[config.mk]
export PLATFORM = sky130hd
export DESIGN_NAME = gg_nal_byte_packer
export DESIGN_NICKNAME = d
export VERILOG_FILES = /design/src/rtl/gg_nal_byte_packer.sv
export SDC_FILE = /design/constraint.sdc
export NUM_CORES = 1
export LEC_CHECK = 0
export CAP_MARGIN = 20
export CORE_MARGIN = 5
export CORE_UTILIZATION = 45
export CTS_BUF_LIST = sky130_fd_sc_hd__clkbuf_4
export DETAILED_ROUTE_END_ITERATION = 16
export PLACE_DENSITY = 0.66
export SLEW_MARGIN = 5
export SYNTH_ARGS = -nofsm -noshare
export SYNTH_HDL_FRONTEND = slang
export SYNTH_SLANG_ARGS = --single-unit
export TNS_END_PERCENT = 20
[constraint.sdc]
create_clock -name clk -period 6.9 [get_ports clk]
set_input_delay 1.725 -clock clk [delete_from_list [all_inputs] [get_ports clk]]
set_output_delay 1.725 -clock clk [all_outputs]
set_load 0.05 [all_outputs]
[src/rtl/gg_nal_byte_packer.sv]
`default_nettype none
// ============================================================================
// Module   : gg_nal_byte_packer
// Purpose  : Annex-B byte stream to RBSP word packer with NAL boundary flags
//            and a 4-byte lookahead window.
// Revision : 1.0 - initial release
// ============================================================================
module gg_nal_byte_packer #(
  parameter  int WID      = 32,
  localparam int BYTE_WID = WID / 8
) (
  input  logic                clk,
  input  logic                reset,
  input  logic                in_valid,
  input  logic [7:0]          in_byte,
  input  logic                in_flush,
  output logic                in_ready,
  output logic                out_valid,
  input  logic                out_ready,
  output logic [WID-1:0]      out_bits,
  output logic [31:0]         out_pad,
  output logic [BYTE_WID-1:0] out_nal_start,
  output logic [BYTE_WID-1:0] out_nal_end
);

  localparam int NWIN = BYTE_WID + 4;
  localparam int CW   = $clog2(NWIN + 1);
  localparam logic [CW-1:0] c_cnt_full = CW'(NWIN);
  localparam logic [CW-1:0] c_cnt_bw   = CW'(BYTE_WID);
  localparam logic [CW-1:0] c_cnt_one  = CW'(1);

  typedef enum logic [1:0] {
    S_SEARCH  = 2'd0,
    S_PAYLOAD = 2'd1,
    S_ZDRAIN  = 2'd2,
    S_FLUSH   = 2'd3
  } state_t;

  state_t              r_state, w_state_n;
  logic [1:0]          r_zrun, w_zrun_n, w_zrun_inc;
  logic                r_zpend, w_zpend_n;
  logic                r_tail_vld, w_tail_vld_n;
  logic [7:0]          r_tail, w_tail_n;
  logic                r_hold_vld, w_hold_vld_n;
  logic [7:0]          r_hold, w_hold_n;
  logic                r_hold_st, w_hold_st_n;
  logic                r_next_st, w_next_st_n;
  logic                r_rdy_en;
  logic [NWIN-1:0][7:0] r_win, w_win_n;
  logic [NWIN-1:0]     r_wst, w_wst_n;
  logic [NWIN-1:0]     r_wen, w_wen_n;
  logic [CW-1:0]       r_cnt, w_cnt_n, w_cnt_s;

  logic       w_full, w_acc, w_flush, w_xfer;
  logic       w_kept, w_close, w_rel;
  logic [7:0] w_kbyte;

  assign w_full     = (r_cnt == c_cnt_full) & r_hold_vld;
  assign in_ready   = r_rdy_en & ((r_state == S_SEARCH) | (r_state == S_PAYLOAD)) & ~w_full;
  assign w_acc      = in_valid & in_ready;
  assign w_flush    = in_flush & ~in_valid;
  assign out_valid  = (r_cnt == c_cnt_full) |
                      ((r_state == S_FLUSH) & (r_cnt != '0) & ~r_hold_vld);
  assign w_xfer     = out_valid & out_ready;
  assign w_zrun_inc = (r_zrun == 2'd3) ? 2'd3 : r_zrun + 2'd1;
  assign w_cnt_s    = (r_cnt > c_cnt_bw) ? r_cnt - c_cnt_bw : '0;

  always_comb begin
    w_state_n    = r_state;
    w_zrun_n     = r_zrun;
    w_zpend_n    = r_zpend;
    w_tail_vld_n = r_tail_vld;
    w_tail_n     = r_tail;
    w_next_st_n  = r_next_st;
    w_kept       = 1'b0;
    w_kbyte      = 8'h00;
    w_close      = 1'b0;
    case (r_state)
      S_SEARCH: begin
        if (w_acc) begin
          if (in_byte == 8'h01 && r_zrun[1]) begin
            w_state_n   = S_PAYLOAD;
            w_next_st_n = 1'b1;
            w_zrun_n    = 2'd0;
          end else if (in_byte == 8'h00) begin
            w_zrun_n = w_zrun_inc;
          end else begin
            w_zrun_n = 2'd0;
          end
        end else if (w_flush) begin
          w_state_n = S_FLUSH;
          w_zrun_n  = 2'd0;
        end
      end
      S_PAYLOAD: begin
        if (w_acc) begin
          if (in_byte == 8'h00) begin
            w_zrun_n = w_zrun_inc;
          end else if (in_byte == 8'h01 && r_zrun[1]) begin
            w_close     = 1'b1;
            w_next_st_n = 1'b1;
            w_zrun_n    = 2'd0;
          end else if (r_zrun != 2'd0) begin
            // First pending zero leaves now; the rest (and the byte) follow in ZDRAIN.
            w_kept       = 1'b1;
            w_zrun_n     = 2'd0;
            w_state_n    = S_ZDRAIN;
            w_zpend_n    = r_zrun[1];
            w_tail_vld_n = !(in_byte == 8'h03 && r_zrun == 2'd2);
            w_tail_n     = in_byte;
          end else begin
            w_kept  = 1'b1;
            w_kbyte = in_byte;
          end
        end else if (w_flush) begin
          w_state_n = S_FLUSH;
          w_zrun_n  = 2'd0;
        end
      end
      S_ZDRAIN: begin
        if (!w_full) begin
          w_kept = 1'b1;
          if (r_zpend) begin
            w_zpend_n = 1'b0;
            if (!r_tail_vld) w_state_n = S_PAYLOAD;
          end else begin
            w_kbyte      = r_tail;
            w_tail_vld_n = 1'b0;
            w_state_n    = S_PAYLOAD;
          end
        end
      end
      S_FLUSH: begin
        if (r_hold_vld) begin
          if (r_cnt != c_cnt_full) w_close = 1'b1;
        end else if (r_cnt == '0) begin
          w_state_n   = S_SEARCH;
          w_next_st_n = 1'b0;
          w_zrun_n    = 2'd0;
        end
      end
      default: w_state_n = S_SEARCH;
    endcase
    if (w_kept) w_next_st_n = 1'b0;
  end

  // Holding register: its nal_end is only known once the next event arrives.
  always_comb begin
    w_rel        = (w_kept | w_close) & r_hold_vld;
    w_hold_vld_n = r_hold_vld;
    w_hold_n     = r_hold;
    w_hold_st_n  = r_hold_st;
    if (w_kept) begin
      w_hold_vld_n = 1'b1;
      w_hold_n     = w_kbyte;
      w_hold_st_n  = r_next_st;
    end else if (w_close) begin
      w_hold_vld_n = 1'b0;
    end
  end

  always_comb begin
    w_win_n = r_win;
    w_wst_n = r_wst;
    w_wen_n = r_wen;
    w_cnt_n = r_cnt;
    if (w_xfer) begin
      w_win_n = r_win >> (8 * BYTE_WID);
      w_wst_n = r_wst >> BYTE_WID;
      w_wen_n = r_wen >> BYTE_WID;
      w_cnt_n = w_cnt_s;
    end
    if (w_rel) begin
      for (int i = 0; i < NWIN; i++) begin
        if (CW'(i) == w_cnt_n) begin
          w_win_n[i] = r_hold;
          w_wst_n[i] = r_hold_st;
          w_wen_n[i] = w_close;
        end
      end
      w_cnt_n = w_cnt_n + c_cnt_one;
    end
  end

  always_ff @(posedge clk or negedge reset) begin
    if (!reset) begin
      r_state    <= S_SEARCH;
      r_zrun     <= 2'd0;
      r_zpend    <= 1'b0;
      r_tail_vld <= 1'b0;
      r_tail     <= 8'h00;
      r_hold_vld <= 1'b0;
      r_hold     <= 8'h00;
      r_hold_st  <= 1'b0;
      r_next_st  <= 1'b0;
      r_rdy_en   <= 1'b0;
      r_win      <= '0;
      r_wst      <= '0;
      r_wen      <= '0;
      r_cnt      <= '0;
    end else begin
      r_state    <= w_state_n;
      r_zrun     <= w_zrun_n;
      r_zpend    <= w_zpend_n;
      r_tail_vld <= w_tail_vld_n;
      r_tail     <= w_tail_n;
      r_hold_vld <= w_hold_vld_n;
      r_hold     <= w_hold_n;
      r_hold_st  <= w_hold_st_n;
      r_next_st  <= w_next_st_n;
      r_rdy_en   <= 1'b1;
      r_win      <= w_win_n;
      r_wst      <= w_wst_n;
      r_wen      <= w_wen_n;
      r_cnt      <= w_cnt_n;
    end
  end

  always_comb begin
    out_bits      = '0;
    out_pad       = '0;
    out_nal_start = '0;
    out_nal_end   = '0;
    for (int i = 0; i < BYTE_WID; i++) begin
      out_bits[WID-1-8*i -: 8]   = r_win[i];
      out_nal_start[BYTE_WID-1-i] = r_wst[i];
      out_nal_end[BYTE_WID-1-i]   = r_wen[i];
    end
    for (int i = 0; i < 4; i++) begin
      out_pad[31-8*i -: 8] = r_win[BYTE_WID+i];
    end
  end

endmodule
`default_nettype wire

==> flow_metrics.py <==
metrics = {
    "global_route": {
        "grt_start_max_net_pins": 81,
        "grt_use_total_pct": 18.61,
        "overflow": 0,
        "grt_pass1_vias": 3945,
        "grt_antenna_before_repair": 0,
        "grt_pass1_wl_um": 21590,
    },
    "cts": {
        "clock_latency_ns": 0.46,
        "htreeDepth": 3,
        "numCtsBuffers": 9,
        "cts_resized": 0,
        "hold_buffers": 0,
        "clock-root-buffer": "clkbuf_4",
        "clk_pin_slew_worst_paths_ns": 0.15,
        "cts_tree": "done",
        "cts.path.max_buffers": 2,
        "clkSinkCount": 110,
        "cts_setup_buffers": 0,
    },
    "yosys": {
        "syn_area_per_cell_um2": 11.52,
        "netlist_instances": 494,
        "syn_nets": 517,
        "synth_top_area_cell": "dfrtp_1",
        "ys_ff_latch": 110,
        "synth_area_leaders": "dfrtp_1, mux2i_1, mux2_2",
        "netlist_top_cells_count": "dfrtp_1, nand2_1, mux2i_1, mux2_2, inv_1",
        "ys.flop_type": "dfrtp_1",
        "ys_async_sr_fraction_pct": 100.0,
        "yosysWarnings": 0,
        "yosysTopAreaCellShare_pct": 48.36,
        "syn_area_um2": 5692,
        "ys_types": 52,
        "yosysSeqAreaShare_pct": 48.36,
        "synthMostInstantiatedCell": "dfrtp_1",
        "synth_edf_count": 0,
    },
    "status": {
        "outcome": "finished, final reports clean",
    },
    "die": {
        "core_um2": 12520,
        "dieHeight_um": 122.5,
        "start_util_pct": 45.47,
        "dieArea_um2": 15000,
        "die_x_um": 122.5,
        "core.rowCount": 41,
        "io_pins": 87,
    },
    "setup_path": {
        "reg2reg_from": "r_cnt[2]$_DFF_PN0_",
        "path_buf_inv": 1,
        "arrival_ns": 4.84,
        "critPathMaxStageDelay_ns": 0.61,
        "ff2ff_path_depth": 9,
        "crit_family": "simple AND/OR/NAND/NOR gates",
        "cp_data_required_time_ns": 7.26,
        "r2r_setup_slack_ns": 3.82,
        "cp_slowest_cell": "a32oi_2",
        "reg2reg_to": "out_bits[22]$_DFF_PN0_",
        "path_class": "in -> reg",
        "endpoint_kind": "flip-flop",
        "crit_top_cell": "or3_1",
        "worstSetupStartpointType": "primary input",
        "crit_chain": "clkdlybuf4s50_1 > or4_4 > or3_1 > a32oi_2 > or3_1 > mux2_2",
        "cp_max_fo": 12,
    },
    "detailed_routing": {
        "drt-total-wl_um": 13310,
        "drtPass1Iterations": 5,
        "drc": 0,
        "detail_route.wl_per_cell_um": 17.99,
        "via_per_inst": 5.400,
        "vias": 3996,
        "drt-initial-drc-count": 283,
        "postRouteAntennaNets": 0,
    },
    "min_path": {
        "hp-class": "reg -> reg",
        "hold_depth": 2,
        "min-delay-start": "r_hold_st$_DFFE_PN0P_",
        "holdPathEnd": "r_hold_st$_DFFE_PN0P_",
    },
    "timing": {
        "hold_ws_ns": 0.5226,
        "setup_slack_ns": 2.422,
        "min_period_over_period_pct": 64.90,
        "worst_slew_pin_slew_ns": 1.040,
        "post-route-min-period_ns": 4.478,
        "max_freq_mhz": 223.3,
        "slew_headroom_pct": 30.23,
        "final_hold_viol_count": 0,
        "setup_viol": 0,
        "fin_tns_setup_ns": 0,
        "grt_setup_unrepaired": "no",
        "skew_ns": 0.01149,
        "report.final.slew_viol_count": 0,
    },
    "finish": {
        "final_net_count": 586,
        "layoutNonFillerInstCount": 740,
        "drive_above_1_share_pct": 18.49,
        "postLayoutCoreUtil_pct": 53.50,
        "areaGrowthSynthToFinish_pct": 17.65,
        "final_cell_area_um2": 6696,
        "n_antenna_cell": 0,
    },
    "power": {
        "p_seq_share_pct": 37.8,
        "cellInternalPower_mw": 1.479,
        "p_sw_mw": 1.313,
        "comb_power_share_pct": 51.7,
        "p_per_area_nw_per_um2": 416.9,
        "power.leakage_nw": 3.048,
        "switching_share_pct": 47.03,
        "p_total_mw": 2.792,
        "ir_worst_vdd_mv": 0.1922,
        "power_frac_clock_pct": 10.5,
    },
    "place": {
        "routabilityCongestion": 0.8204,
        "placed_cells": 724,
        "io_buffers": 86,
        "hpwlAfterDp_um": 9569,
        "dp_slack_ns": 1.939,
        "dpl_cell_area_um2": 6585,
    },
    "run": {
        "cap_violations": 0,
    },
}
## cells in the final DEF (no fill, tap or decap), types with 4 or more instances in the layout
master	Yosys	final
dfrtp_1	110	110
clkdlybuf4s50_1	0	85
nand2_1	66	66
mux2i_1	64	64
mux2_2	52	52
inv_1	19	19
o21ai_0	17	17
mux2_4	14	14
clkbuf_4	0	12
nor2_1	11	11
ha_1	10	10
a21oi_1	9	9
buf_4	11	9
a22oi_1	8	8
a31oi_1	6	6
or3_1	5	5
a211oi_1	5	5
nor3_1	8	4
nand2b_1	4	4
or2_2	4	4
nor3_2	0	4
## cells by family (layout without fill, tap and decap cells)
kind of cell	count (synthesis)	count (layout)	synth area share (%)
muxes	130	130	25.24
DFF	110	110	48.36
AOI/OAI and AO/OA	70	70	8.486
and+or+nand+nor	116	116	9.519
other	1	1	0.06589
xor gates and xnor gates	2	2	0.3078
buffers and inverters	55	129	5.825
adders and majority gates	10	10	2.198
## power groups by stage
stage                     sequential (mW)  clock, mW  combinational (mW)
final                                1.06      0.292                1.44
after global routing                 1.09      0.327                1.55
after CTS                            1.06      0.303                1.45
after detailed placement             1.07          0                1.45
after global placement               1.06          0                1.42
after floorplan                      1.31          0               0.767
## routing by layer
metal,vias to the layer above,global-route usage [%],part of all wire (%),wire [um]
met3,15,3.779,4.8,638
met1,1994,25.82,46,6182
met5,-,0,0,0
met4,0,6.158,1.5,201
li1,1888,-,-,-
met2,99,29.34,47,6290
## flip-flops by register name, summed over array words and instances, names as in the netlist
signal      flops
out_bits       32
out_pad        32
r_cnt           4
r_hold          8
r_hold_st       1
r_hold_vld      1
r_next_st       1
r_rdy_en        1
r_state         2
r_tail          8
r_tail_vld      1
r_wen           8
r_wst           8
r_zpend         1
r_zrun          2
## area by class of cell
cell class,instances,area [um2]
Clock inverter,4,21.27
Fill cell,1150,5821
Inverter,19,71.32
Multi-Input combinational cell,329,2628
Timing Repair Buffer,94,918.4
Clock buffer,12,90.09
Tap cell,172,215.2
Sequential cell,110,2753
## worst reg2reg max path, cell delays in order (launching register included)
cell      delay [ns]
dfrtp_1         0.50
nor4b_1         0.33
buf_4           0.23
o21bai_1        0.16
nand2_2         0.09
o21ai_0         0.37
ha_1            0.24
nand2_1         0.08
or3_1           0.61
mux2_2          0.37
## worst max path at each step
stage,startpoint,end,slack [ns],cells past startpoint
2_1_floorplan,in_byte[2],out_bits[0]$_DFF_PN0_,3.10,8
3_3_place_gp,in_byte[2],out_bits[20]$_DFF_PN0_,2.02,6
6_report,in_byte[2],out_bits[22]$_DFF_PN0_,2.42,6
5_1_grt,in_byte[2],out_bits[22]$_DFF_PN0_,2.31,6
4_1_cts,in_byte[2],out_bits[20]$_DFF_PN0_,2.46,6
3_5_place_dp,in_byte[2],out_bits[20]$_DFF_PN0_,1.94,6
(Power assumes the default switching activity.)
